**config.mk**
```make
export PLATFORM = sky130hd
export DESIGN_NAME = sum_display_mux_flat
export DESIGN_NICKNAME = d
export VERILOG_FILES = /design/src/rtl/sum_display_mux_if.sv /design/src/rtl/sum_display_mux.sv /design/src/flat_wrapper.sv
export SDC_FILE = /design/constraint.sdc
export NUM_CORES = 1
export LEC_CHECK = 0
export ABC_AREA = 1
export CORE_ASPECT_RATIO = 0.75
export CORE_UTILIZATION = 45
export CTS_BUF_LIST = sky130_fd_sc_hd__clkbuf_8
export CTS_CLUSTER_DIAMETER = 30
export CTS_CLUSTER_SIZE = 40
export DETAILED_ROUTE_END_ITERATION = 12
export GPL_TIMING_DRIVEN = 1
export SYNTH_ARGS = -nofsm -noshare
export SYNTH_HDL_FRONTEND = slang
export SYNTH_SLANG_ARGS = --single-unit
```
**constraint.sdc**
```tcl
create_clock -name clk -period 2.87 [get_ports clk]
set_input_delay 0.4305 -clock clk [delete_from_list [all_inputs] [get_ports clk]]
set_output_delay 0.4305 -clock clk [all_outputs]
set_load 0.005 [all_outputs]
```
**src/rtl/sum_display_mux_if.sv**
```systemverilog
// Adder-result load port and multiplexed 7-segment display lines of sum_display_mux.
// The master side drives the load strobe and value; the slave side returns ready and display.
interface sum_display_mux_if;
  logic       ld;
  logic       co;
  logic [3:0] zi;
  logic       rdy;
  logic [6:0] seg;
  logic [1:0] an;

  modport master (output ld, co, zi, input rdy, seg, an);
  modport slave  (input ld, co, zi, output rdy, seg, an);
endinterface

```
**src/rtl/sum_display_mux.sv**
```systemverilog
// Captures the 5-bit adder result, converts it to BCD with a sequential double-dabble,
// and drives a time-multiplexed two-digit 7-segment display with leading-zero blanking.
module sum_display_mux #(
  parameter int unsigned REFRESH_DIV = 50000,
  parameter bit          ACTIVE_LOW  = 1'b1
) (
  input logic              clk,
  input logic              rst,
  sum_display_mux_if.slave bus
);

  localparam int unsigned      CNT_W        = (REFRESH_DIV > 1) ? $clog2(REFRESH_DIV) : 1;
  localparam logic [CNT_W-1:0] REFRESH_LAST = CNT_W'(REFRESH_DIV - 1);
  localparam logic [2:0]       LAST_STEP    = 3'd4;

  typedef enum logic {IDLE, CONV} state_e;
  typedef enum logic {DIG_UNITS, DIG_TENS} digit_e;

  state_e           state_q, state_d;
  logic             rdy_q, rdy_d;
  logic [4:0]       bin_q, bin_d;
  logic [7:0]       bcd_q, bcd_d;
  logic [2:0]       step_q, step_d;
  logic [3:0]       tens_q, tens_d;
  logic [3:0]       units_q, units_d;
  logic [CNT_W-1:0] refresh_q, refresh_d;
  digit_e           sel_q, sel_d;

  logic [7:0]  bcd_adj;
  logic [12:0] dd_shift;
  logic [3:0]  shown_digit;
  logic [6:0]  seg_on;
  logic [1:0]  an_on;

  function automatic logic [3:0] dabble_adjust(input logic [3:0] nib);
    return (nib >= 4'd5) ? nib + 4'd3 : nib;
  endfunction

  function automatic logic [6:0] seg_pattern(input logic [3:0] digit);
    logic [6:0] pat;
    case (digit)
      4'd0:    pat = 7'h3F;
      4'd1:    pat = 7'h06;
      4'd2:    pat = 7'h5B;
      4'd3:    pat = 7'h4F;
      4'd4:    pat = 7'h66;
      4'd5:    pat = 7'h6D;
      4'd6:    pat = 7'h7D;
      4'd7:    pat = 7'h07;
      4'd8:    pat = 7'h7F;
      4'd9:    pat = 7'h6F;
      default: pat = 7'h00;
    endcase
    return pat;
  endfunction

  always_comb begin
    // NOTE: every _d defaults to its _q first, so no path through this block can infer a latch.
    state_d   = state_q;
    rdy_d     = rdy_q;
    bin_d     = bin_q;
    bcd_d     = bcd_q;
    step_d    = step_q;
    tens_d    = tens_q;
    units_d   = units_q;
    refresh_d = refresh_q;
    sel_d     = sel_q;

    bcd_adj  = {dabble_adjust(bcd_q[7:4]), dabble_adjust(bcd_q[3:0])};
    dd_shift = {bcd_adj, bin_q} << 1;

    case (state_q)
      IDLE: begin
        if (bus.ld) begin
          bin_d   = {bus.co, bus.zi};
          bcd_d   = '0;
          step_d  = '0;
          state_d = CONV;
          rdy_d   = 1'b0;
        end
      end
      CONV: begin
        bcd_d  = dd_shift[12:5];
        bin_d  = dd_shift[4:0];
        step_d = step_q + 3'd1;
        // The fifth shift completes the conversion; commit its result on the same edge.
        if (step_q == LAST_STEP) begin
          tens_d  = dd_shift[12:9];
          units_d = dd_shift[8:5];
          state_d = IDLE;
          rdy_d   = 1'b1;
        end
      end
      default: begin
        state_d = IDLE;
        rdy_d   = 1'b1;
      end
    endcase

    if (refresh_q == REFRESH_LAST) begin
      refresh_d = '0;
      sel_d     = (sel_q == DIG_TENS) ? DIG_UNITS : DIG_TENS;
    end else begin
      refresh_d = refresh_q + 1'b1;
    end
  end

  // NOTE: state flops use non-blocking assignments so every flop updates from the same pre-edge values.
  always_ff @(posedge clk or negedge rst) begin
    if (!rst) begin
      state_q   <= IDLE;
      rdy_q     <= 1'b1;
      bin_q     <= '0;
      bcd_q     <= '0;
      step_q    <= '0;
      tens_q    <= '0;
      units_q   <= '0;
      refresh_q <= '0;
      sel_q     <= DIG_UNITS;
    end else begin
      state_q   <= state_d;
      rdy_q     <= rdy_d;
      bin_q     <= bin_d;
      bcd_q     <= bcd_d;
      step_q    <= step_d;
      tens_q    <= tens_d;
      units_q   <= units_d;
      refresh_q <= refresh_d;
      sel_q     <= sel_d;
    end
  end

  // Display decode reads only registers, so input activity never glitches the segments.
  always_comb begin
    shown_digit = (sel_q == DIG_TENS) ? tens_q : units_q;
    seg_on      = seg_pattern(shown_digit);
    if ((sel_q == DIG_TENS) && (tens_q == 4'd0)) begin
      seg_on = '0;
    end
    an_on = (sel_q == DIG_TENS) ? 2'b10 : 2'b01;
  end

  assign bus.rdy = rdy_q;
  assign bus.seg = ACTIVE_LOW ? ~seg_on : seg_on;
  assign bus.an  = ACTIVE_LOW ? ~an_on : an_on;

endmodule
```
**src/flat_wrapper.sv**
```systemverilog
// flat-port wrapper written by rule: the top's interface ports become plain ports
module sum_display_mux_flat 
#(
  parameter int unsigned REFRESH_DIV = 50000,
  parameter bit          ACTIVE_LOW  = 1'b1
)
  (clk, rst, bus_ld, bus_co, bus_zi, bus_rdy, bus_seg, bus_an);
  sum_display_mux_if bus_i ();
  input logic clk;
  input logic rst;
  input wire logic [$bits(bus_i.ld)-1:0] bus_ld;
  input wire logic [$bits(bus_i.co)-1:0] bus_co;
  input wire logic [$bits(bus_i.zi)-1:0] bus_zi;
  output wire logic [$bits(bus_i.rdy)-1:0] bus_rdy;
  output wire logic [$bits(bus_i.seg)-1:0] bus_seg;
  output wire logic [$bits(bus_i.an)-1:0] bus_an;
  assign bus_i.ld = bus_ld;
  assign bus_i.co = bus_co;
  assign bus_i.zi = bus_zi;
  assign bus_rdy = bus_i.rdy;
  assign bus_seg = bus_i.seg;
  assign bus_an = bus_i.an;
  sum_display_mux #(.REFRESH_DIV(REFRESH_DIV), .ACTIVE_LOW(ACTIVE_LOW)) u_core (.clk(clk), .rst(rst), .bus(bus_i));
endmodule
```
==> summary.txt, run 1 <==
Outcome
  • Status: finished clean

Finish
  • Multi-input gate area: 1100 µm²
  • Fill cell count: 503
  • Final core occ: a little over half
  • # diodes: 0
  • Area added between synthesis and finish: 13.8%
  • Reg area: about 1100 µm²
  • Layout cells sized above 1: approximately 8%
  • Nets: 344

GRT
  • GRT Util Overall: 18.9%
  • Vias in the first global route: about 1800
  • GRT Max-Usage Layer: met1
  • GRT met3 Usage: 5.61%
  • Total gr overflow: 0
  • Initial antenna violation count: 0
  • Met1 GRT Util: between 20 and 30%
  • Largest net degree at the start of global routing: 44
  • Global-route wire length before repair: between 8 and 9 mm
  • Grt met2 use: 26.8%

Logic synthesis
  • Post-synthesis cell area: 2370 µm²
  • Avg Cell Area, Syn: 7.86 µm²
  • Syn. warnings: 0
  • Post-Synthesis Net Count: 322
  • Post-synth EDFFs: 0
  • Synth unique cells: 31
  • Flops & latches, synth: 43
  • Seq/Total Area, Yosys: 45.4%
  • Post-Synthesis Cells: ~300
  • Top_reg_cell synth: dfrtp_1
  • Post-synth ARST share: 100%

Timing
  • Fmax achieved: 394 MHz
  • Final critical-path required period: 2540 ps
  • Max Slew Vio Count: 0
  • Fin. Hold Viols: 0
  • RSZ-0062 raised after global routing: false
  • Relative slew slack: 37.5%
  • Slew @ Worst Pin: 938 ps
  • Final hold slack: 269 ps
  • Final setup vio count: 0
  • Fin crit share: 88.4%
  • Layout Skew: ~10 ps
  • Final setup TNS: 0 ps

Place
  • Final RePlAce weighted congestion: 0.788
  • HPWL after DPL: 3.28 mm
  • PortBufs: 17

Drt
  • Drt initial violations: 115
  • Detailed-route wire length: 4.37 mm
  • DRC errors left: 0
  • Post-route ant nets: 0
  • DR vias: 1843
  • Detailed-route vias per instance: between 4 and 5
  • DR WL/cell: 11.0 µm
  • First-pass iteration count of the detailed router: 4

Critical path
  • CP Capture Type: output pin
  • Buf/Inv on CP: 1
  • Startpoint types: register
  • Required time of the worst setup path: around 2400 ps
  • CP most frequent cell: nand3_1
  • Top fanout value on the critical path: 6
  • Crit path arrival time: 2110 ps
  • Worst path slowest cell: clkdlybuf4s50_1
  • CP max stage delay: 500 ps
  • Crit-path cells: o21ai_1 > ha_1 > nand2_1 > nand3_1 > nand3_1 > clkdlybuf4s50_1
  • Critical path class: register to output pin
  • Crit path max-delay family: buffers and inverters

Power
  • Leakage power: 1.33 nW
  • VDD IR max: 0.460 mV
  • PD cells: between 800 and 900 nW/µm²

Floorplan
  • FP Rows: 22
  • Die footprint: roughly 5600 µm²
  • Initial Utilization: 47.6%
  • Die Width: around 86 µm
  • Die height: ~65 µm
  • Core area: 4980 µm²
  • IO Pins: 18

Clocking
  • Cts hold-fix bufs: 0
  • CTS Sinks: 43
  • Clock edge transition at the registers on the reported setup and hold paths: 80 ps
  • Skew-Pair Late Insertion Delay: approximately 300 ps
  • Num CTS Buffers: 5
  • Clk buf depth: 2
  • Clk root buf: clkbuf_8
  • TritonCTS clock tree: yes
  • H-tree depth: 2

Worst hold path
  • Min-delay worst type: input port to asynchronous set/reset pin

Flow run
  • Max Cap Viol: 0
[routing by layer]
layer,part of all wire [%],wire length (µm)
met5,0,0
met4,1.1,48
met3,6.2,271
met2,39,1690
met1,54,2360
[state kept, by name, summed over array words and instances (netlist names)]
name / cells
u_core.refresh_q: 16
u_core.step_q: 3
u_core.sel_q: 1
u_core.units_q: 4
u_core.tens_q: 4
u_core.bcd_q: 8
u_core.bin_q: 5
u_core.bus.rdy: 1
u_core.state_q: 1
[cells by family after synthesis]
kind of cell | Yosys count | share of synthesized area, %
xor+xnor | 8 | 2.95
buf+inv | 47 | 8.17
simple gates | 157 | 28.1
flops | 43 | 45.4
compound gates | 35 | 9.01
fa+ha+maj | 12 | 6.33
[path summary, 6_finish.rpt]
kind                       slack (ps)  depth (start not counted)              endpoint                start
max in group asynchronous        2010                          1     u_core.units_q[1]                  rst
hold reg to reg                   460                          1   u_core.refresh_q[0]  u_core.refresh_q[0]
hold / removal                    270                          1  u_core.refresh_q[13]                  rst
setup / recovery                  330                          6            bus_seg[3]         u_core.sel_q
setup reg to reg                 1400                          3      u_core.step_q[1]       u_core.state_q
min in group clk                  460                          1   u_core.refresh_q[0]  u_core.refresh_q[0]
[cell usage in the layout (no fill, tap or decap)]
master and instances:
o211ai_1 2, nor2_1 26, nor2_2 3, o22ai_1 3, nor3_1 2, inv_4 2
or2_2 1, clkbuf_8 5, buf_4 2, clkinvlp_4 1, ha_1 12, nand3_1 28
o21ai_4 2, a21oi_1 2, o21ai_0 18, nand4_1 2, a22oi_1 1, nor2_4 2
o21ai_2 1, nand2_1 90, buf_2 1, nand2_2 1, inv_2 2, dfstp_2 1
or2_4 1, nand3b_1 1, dfrtp_1 42, clkdlybuf4s50_1 16, o21ai_1 5, xor2_1 8
clkinv_2 1, inv_1 40, a31oi_1 1
[power breakdown]
group | internal, mW | total [mW] | leakage, nW | switching (mW)
registers | 0.780 | 0.910 | 0.548 | 0.130
logic | 0.436 | 0.978 | 0.738 | 0.542
clock network | 0.166 | 0.368 | 0.0453 | 0.201
total | 1.38 | 2.26 | 1.33 | 0.873
[what timing repair did]
item | 4_1_cts | 5_1_grt
setup buffers | 0 | 0
gates resized for setup | 0 | 1
setup endpoints to repair | 0 | 4
[cell usage after synthesis, types with 2 or more instances]
library cell / number / share of area (%)
inv_1: 39 / 6.2
o22ai_1: 3 / 0.79
nand3_1: 28 / 5.9
xor2_1: 8 / 3.0
nor2_4: 2 / 0.95
o21ai_4: 2 / 1.4
nand4_1: 2 / 0.53
nor2_1: 26 / 4.1
inv_4: 2 / 0.53
o211ai_1: 2 / 0.63
a21oi_1: 2 / 0.42
inv_2: 2 / 0.32
o21ai_0: 19 / 4.0
dfrtp_1: 42 / 44
nor2_2: 3 / 0.79
o21ai_1: 4 / 0.84
ha_1: 12 / 6.3
nor3_1: 2 / 0.42
nand2_1: 90 / 14
[final cells by class]
type	instances	share of cell area, %
multi-input cells	212	40.8
flip-flops and latches	43	39.9
repair buffers	19	6.67
inverters	43	6.16
well taps	72	3.33
clock buffers	5	2.55
clock inverters	3	0.602
[metrics by stage]
step                total power, mW  cells  cell area (µm²)  worst slack [ps]
floorplan                      1.56    302             2370               958
CTS                            2.29    397             2700               149
global route                   2.50    397             2700               105
global placement               1.91    389             2620               489
detailed placement             1.92    389             2620               465
finish                         2.26    397             2700               332
(Power assumes the default switching activity.)
==> run 2: changes to the inputs <==
--- a/config.mk
+++ b/config.mk
@@ -16,3 +16,4 @@
 export SYNTH_ARGS = -nofsm -noshare
 export SYNTH_HDL_FRONTEND = slang
 export SYNTH_SLANG_ARGS = --single-unit
+export TNS_END_PERCENT = 50
==> results of run 2 <==
Same layout as run 1: the final DEF is identical, and so are final timing and power.
